[src/rtl/matrix_pkg.sv]
// Shared definitions for the matrix datapath blocks (multiplier, serializer, loaders).
package matrix_pkg;

    localparam int WORD_W = 32;

    typedef enum logic {
        IDLE = 1'b0,
        SEND = 1'b1
    } state_t;

    // Bit offset of element (i,j) on the flat row-major matrix bus.
    function automatic int word_lsb(input int i, input int j, input int n);
        return (i * n + j) * WORD_W;
    endfunction

endpackage

[src/rtl/matrix_index_counter.sv]
// Row/column walker over an N x N matrix in row-major order.
module matrix_index_counter #(
    parameter int N     = 2,
    parameter int IDX_W = (N > 1) ? $clog2(N) : 1
) (
    input  logic             clk,
    input  logic             rst_n,
    input  logic             clear,
    input  logic             advance,
    output logic [IDX_W-1:0] row,
    output logic [IDX_W-1:0] col,
    output logic             last
);

    logic [IDX_W-1:0] r_row;
    logic [IDX_W-1:0] r_col;

    // Step the column, wrapping into the next row; clear restarts at (0,0).
    always_ff @(posedge clk or negedge rst_n) begin
        if (!rst_n) begin
            r_row <= '0;
            r_col <= '0;
        end else if (clear) begin
            r_row <= '0;
            r_col <= '0;
        end else if (advance) begin
            if (r_col == IDX_W'(N - 1)) begin
                r_col <= '0;
                r_row <= r_row + IDX_W'(1);
            end else begin
                r_col <= r_col + IDX_W'(1);
            end
        end
    end

    assign row  = r_row;
    assign col  = r_col;
    assign last = (r_row == IDX_W'(N - 1)) && (r_col == IDX_W'(N - 1));

endmodule

[src/rtl/matrix_serializer.sv]
// Captures one flat row-major matrix and streams it out one word per beat.
module matrix_serializer
    import matrix_pkg::*;
#(
    parameter int N     = 2,
    parameter int IDX_W = (N > 1) ? $clog2(N) : 1
) (
    input  logic                    clk,
    input  logic                    rst_n,
    input  logic                    in_valid,
    output logic                    in_ready,
    input  logic [WORD_W*N*N:0]     mat_in,
    output logic                    out_valid,
    input  logic                    out_ready,
    output logic [WORD_W-1:0]       out_data,
    output logic [IDX_W-1:0]        out_row,
    output logic [IDX_W-1:0]        out_col,
    output logic                    out_last
);

    state_t                  r_state;
    state_t                  w_nextState;
    logic [WORD_W*N*N-1:0]   r_mat;
    logic [IDX_W-1:0]        w_row;
    logic [IDX_W-1:0]        w_col;
    logic                    w_last;
    logic                    w_accept;
    logic                    w_capture;
    logic                    w_clear;
    logic                    w_advance;
    logic [WORD_W-1:0]       w_word;
    logic                    w_unused;

    // The top bit of the bus carries nothing for this block.
    assign w_unused = mat_in[WORD_W*N*N];

    assign w_accept  = out_valid && out_ready;
    assign w_capture = in_valid && in_ready;
    assign w_clear   = w_capture || (w_accept && w_last);
    assign w_advance = w_accept && !w_last;

    matrix_index_counter #(
        .N     (N),
        .IDX_W (IDX_W)
    ) u_index (
        .clk     (clk),
        .rst_n   (rst_n),
        .clear   (w_clear),
        .advance (w_advance),
        .row     (w_row),
        .col     (w_col),
        .last    (w_last)
    );

    // State register.
    always_ff @(posedge clk or negedge rst_n) begin
        if (!rst_n) begin
            r_state <= IDLE;
        end else begin
            r_state <= w_nextState;
        end
    end

    // Next state and handshake; ready reopens on the accepted final beat so matrices chain without a bubble.
    always_comb begin
        w_nextState = r_state;
        in_ready    = 1'b0;
        out_valid   = 1'b0;
        case (r_state)
            IDLE: begin
                in_ready = 1'b1;
                if (in_valid) begin
                    w_nextState = SEND;
                end
            end
            SEND: begin
                out_valid = 1'b1;
                if (out_ready && w_last) begin
                    in_ready = 1'b1;
                    if (!in_valid) begin
                        w_nextState = IDLE;
                    end
                end
            end
            default: begin
                w_nextState = IDLE;
            end
        endcase
    end

    // Local copy of the matrix so upstream may move on right after capture.
    always_ff @(posedge clk or negedge rst_n) begin
        if (!rst_n) begin
            r_mat <= '0;
        end else if (w_capture) begin
            r_mat <= mat_in[WORD_W*N*N-1:0];
        end
    end

    // Pick the element addressed by the row/column counters with constant-offset selects.
    always_comb begin
        w_word = '0;
        for (int i = 0; i < N; i++) begin
            for (int j = 0; j < N; j++) begin
                if (w_row == IDX_W'(i) && w_col == IDX_W'(j)) begin
                    w_word = r_mat[word_lsb(i, j, N) +: WORD_W];
                end
            end
        end
    end

    // Output payload, forced to zero whenever nothing is being offered.
    always_comb begin
        out_data = '0;
        out_row  = '0;
        out_col  = '0;
        out_last = 1'b0;
        if (r_state == SEND) begin
            out_data = w_word;
            out_row  = w_row;
            out_col  = w_col;
            out_last = w_last;
        end
    end

endmodule

[config.mk]
export PLATFORM = sky130hd
export DESIGN_NAME = matrix_serializer
export DESIGN_NICKNAME = d
export VERILOG_FILES = /design/src/rtl/matrix_pkg.sv /design/src/rtl/matrix_index_counter.sv /design/src/rtl/matrix_serializer.sv
export SDC_FILE = /design/constraint.sdc
export NUM_CORES = 1
export LEC_CHECK = 0
export ABC_AREA = 1
export BUFFER_PORTS_ARGS = -buffer_cell sky130_fd_sc_hd__buf_2
export CORE_MARGIN = 2
export CORE_UTILIZATION = 59
export CTS_BUF_LIST = sky130_fd_sc_hd__clkbuf_8
export DETAILED_ROUTE_END_ITERATION = 8
export PLACE_DENSITY = 0.95
export SKIP_LAST_GASP = 1
export SYNTH_ARGS = -nofsm -noshare
export SYNTH_HDL_FRONTEND = slang
export SYNTH_HIERARCHICAL = 1
export SYNTH_SLANG_ARGS = --single-unit
[constraint.sdc]
create_clock -name clk -period 2.9 [get_ports clk]
set_clock_uncertainty 0.1 [all_clocks]
set_input_delay 0.435 -clock clk [delete_from_list [all_inputs] [get_ports clk]]
set_output_delay 0.435 -clock clk [all_outputs]
set_load 0.1 [all_outputs]
After elaboration in Yosys (flattened, before gate mapping)
Cells that the tools add are included.
- add/sub/neg operators: 2
- muxes and demuxes: 20
- order comparisons: 0
- bitwise logic cells: 3
- divide/modulo/power cells: 0
- equality and inequality tests: 0
- multiply operators: 0
- reductions and logical operators: 14
- shift-type cells: 0
- operator list (cell ; number):
    two-way mux 32 bit ; 5
    two-way mux 1 bit ; 13
    logical AND 1 bit ; 9
    case mux 1 bit (2 select lines) ; 2
    nonzero test 2 bit ; 2
    inverter 1 bit ; 3
    adder 1 bit, second input constant ; 2
    AND reduction 2 bit ; 1
    logical NOT 1 bit ; 1
    logical OR 1 bit ; 1
- memories kept: 0
- RAM bits: 0
- bits in registers: 131
- memory bits (read-only): 0
- word-level logic and storage cells: 43
- output and inout bits: 37
- latch bits: 0
- input bits: 133

Depth between registers and ports, before layout
- depth in word-level cells: 8
- depth in mapped cells: 10
- depth with buffers taken out: 9

Cells and area by module
The synthesis kept the hierarchy.
- by module, submodules not included (module ; times used ; area each (um2) ; seq. area each (um2) ; cells an instance):
    matrix_serializer ; 1 ; 6347.3 ; 3228.1 ; 867
    matrix_index_counter ; 1 ; 92.6 ; 50.0 ; 13

Worst setup path before layout
OpenSTA, ideal clock, no wires.
- path type: register -> output
- from: register r_state
- to: output out_data[25]
- setup slack: -697 ps
- arrival time: 3062 ps
- path buffers: 2
- required time: 2365 ps
- stages on the path, launching flop included: 5
- cells stage by stage: dfrtp_1 -> buf_2 -> clkbuf_1 -> o21ai_0 -> a21oi_1
- longest elaborated chain between the ends: 1
- RTL lines (what ; line ; source):
    start, declared ; matrix_serializer.sv:21 ; state_t r_state;
    start signal, assigned ; matrix_serializer.sv:60 ; r_state <= w_nextState;
    two-way mux 32 bit ; matrix_serializer.sv:118 ; if (r_state == SEND) begin
    end, declared ; matrix_serializer.sv:15 ; output logic [WORD_W-1:0] out_data,
No other way between the ends.

Worst setup path after layout
- from: register u_index.r_row (netlist: u_index/row)
- to: output out_data[22]
- longest elaborated chain between the ends: 7
- elaborated cells on any way between the ends: 10
- those cells by class: 5 x mux; 1 x bitwise; 4 x reduce/logical
- RTL lines (what ; line ; source):
    start, declared ; matrix_index_counter.sv:15 ; logic [IDX_W-1:0] r_row;
    start signal, assigned ; matrix_index_counter.sv:29 ; r_row <= r_row + IDX_W'(1);
    inverter 1 bit ; matrix_serializer.sv:105 ; if (w_row == IDX_W'(i) && w_col == IDX_W'(j)) begin
    logical AND 1 bit ; matrix_serializer.sv:105 ;
    two-way mux 32 bit (3 in series) ; matrix_serializer.sv:105 ;
    two-way mux 32 bit * ; matrix_serializer.sv:105 ;
    two-way mux 32 bit * ; matrix_serializer.sv:118 ;
Every way passes the cells marked *; elsewhere a longest branch is shown, timed or not.

==> run metrics <==
Area contributors post-synth=dfrtp_1, nand2_1, nand3_1, inv_1, buf_2; post-route cell area=7995 um2; Avg WL per Cell=about 15 um; max-slew violations=0; clock slew at reported path FFs=around 0.080 ns; Cell variety after synth=17; initial drt markers=between 600 and 700; routability congestion estimate=approximately 0.87; total congestion overflow=0; CTS H-tree lvls=4; Layout Nets=between 1000 and 1500; Hold EP=r_mat[8]$_DFFE_PN0P_; CTS tree=done; Die Area=around 12000 um2; DP Area=approximately 7500 um2; final cell count without fillers=approximately 1200; Port Buffers=~170; critical path launch point type=flop; r2r setup slk=approximately 0.9 ns; Area Overhead vs Synth=24.15%; delay-heaviest family, CP=buffers and inverters; GRT Util Overall=0.3029; Crit Path Class=reg2out; sequential share of the synthesized area=0.5090; Syn Area/Cell=between 7 and 8 um2; Hold Vio Cnt, Final=0; DRC=0; reg2reg path depth=10; status=finished, final reports clean; Core ar.=10750 um2; Hold WS=0.1289 ns; Tcrit/Tclk final=0.9738; slowest CP cell=dfrtp_1; CP endpoint kind=primary output; CTS max path bufs=2; antenna-violating nets left=0; Synth Warn #=6; DIE HEIGHT=around 110 um; Post-Syn Area=6440 um2; Synth top area share=0.5090; Mapped Cells=a little under 900; worst skew pair latency=roughly 0.42 ns; worst-path fanout max=21; Least-Margin Pin Slew=~0.85 ns; Seq cells post-synth=around 130; normalized max-slew margin=0.4350; routed vias/inst=between 5 and 6; Max Clk Rate=roughly 0.35 GHz; Post-CTS Setup Repair Bufs=0; standard-cell rows=38; routed wire length=~17 mm; dpl cells=~1100; WP buf/inv=3; drt first pass iters=5; Crit Reg-Reg Startpoint=u_index/row$_DFFE_PN0P_; DPL Wire Length=11.45 mm; initial antenna violation count=1; Hold Path Origin=mat_in[8]; Post-Synthesis Net Count=roughly 1000; Max stage delay on crit path=roughly 0.49 ns; critical path's most frequent cell=buf_4; Setup violations, final=0; total of max-cap violations=0; Worst R2R End=u_index/row$_DFFE_PN0P_; WP data required=between 2 and 2.5 ns; die width=108.5 um; CTS Buf Count=17; Arrival @ worst endpoint=roughly 2.3 ns; critical-path cell list=buf_4, nor2_2, buf_4, nand2_1, nand3_1, a21oi_2, buf_2; layout cell share with drive strength beyond 1=0.2294; root buffer cell=clkbuf_8; I/O pins=170; crit path time final=around 2.8 ns; largest net degree at the start of global routing=around 130; vias in the first global route=between 5000 and 6000; Hold Crit Class=in2reg; Synth area leader=dfrtp_1; vias post-DR=6298; Worst Hold Depth=3; Sinks on Clock Net=between 100 and 150; first-pass GRT wire length=around 27 mm; Initial Util=0.5993
-- worst max path at each step --
| stage | end | depth (start not counted) | slack (ns) | startpoint |
|---|---|---|---|---|
| 2_1_floorplan | out_data[25] | 4 | -0.09 | r_state$_DFF_PN0_ |
| 6_report | out_data[22] | 7 | 0.08 | u_index/row$_DFFE_PN0P_ |
| 4_1_cts | out_data[6] | 9 | -0.01 | u_index/col$_DFFE_PN0P_ |
| 3_3_place_gp | out_data[19] | 6 | 0.47 | u_index/row$_DFFE_PN0P_ |
| 3_5_place_dp | out_data[17] | 6 | 0.44 | u_index/row$_DFFE_PN0P_ |
| 5_1_grt | out_data[31] | 8 | -0.009 | u_index/row$_DFFE_PN0P_ |
-- state kept, by name, summed over array words and instances (netlist names) --
name         cells
r_mat          128
r_state          1
u_index/col      1
u_index/row      1
-- worst min-delay path, delay by kind of cell --
kind | cells | cell delay [ns]
AND/OR/NAND/NOR | 2 | 0.12
buffers and inverters | 1 | 0.07
-- metal layers --
metal | GRT usage | up-vias | part of all wire | wire (um)
li1 | - | 3027 | - | -
met1 | 0.4207 | 2887 | 0.41 | 7207
met2 | 0.4683 | 349 | 0.46 | 8056
met3 | 0.08077 | 35 | 0.10 | 1739
met4 | 0.09432 | 0 | 0.022 | 378
met5 | 0 | - | 0 | 0
-- synth_stat cells --
cell	n
buf_4	2
a21oi_1	14
nand2_2	1
nand2_1	361
buf_2	46
dfrtp_1	131
nor2_2	2
nand3_1	162
nor2_1	40
nor3_1	1
buf_1	1
clkbuf_1	14
o21a_1	1
inv_1	70
inv_2	1
o21ai_4	1
o21ai_0	32
-- metrics by stage --
stage | utilization | setup TNS, ns | setup slack, ns
after floorplan | - | -0.09380 | -0.09380
after global placement | 0.6950 | 0 | 0.4748
after detailed placement | 0.6950 | 0 | 0.4413
after CTS | 0.7387 | -0.02056 | -0.01009
after global routing | 0.7441 | -0.009400 | -0.009400
final | 0.7441 | 0 | 0.07589
-- kinds of logic after synthesis --
logic type	share of synthesized area
AND/OR/NAND/NOR	0.3633
AO/OA/AOI/OAI	0.03944
buffers and inverters	0.08820
flip-flops	0.5090
-- final cells by class --
| cell class | count | area, um2 |
|---|---|---|
| Inverter | 71 | 266.5 |
| Clock buffer | 18 | 247.7 |
| Multi-Input combinational cell | 615 | 2694 |
| Antenna cell | 1 | 2.502 |
| Timing Repair Buffer | 184 | 1131 |
| Tap cell | 140 | 175.2 |
| Fill cell | 827 | 2750 |
| Clock inverter | 14 | 198.9 |
| Sequential cell | 131 | 3279 |
-- repair_timing --
action,CTS,global route
gates resized for setup,5,23
hold buffers,1,0
endpoints found under the setup margin,9,31
endpoints found under the hold margin,65,0
-- layout by cell type (no fill, tap or decap), drive strengths merged --
cell type	n
nand2	362
buf	164
nand3	162
dfrtp	131
inv	75
nor2	42
clkbuf	37
o21ai	33
a21oi	14
clkinv	5
bufinv	4
diode	1
o21a	1
nor3	1
clkinvlp	1
dlygate4sd3	1
Power is left out: the tool's default activity adds up to more than one toggle a clock period on the data nets, which glitch-free logic cannot reach.
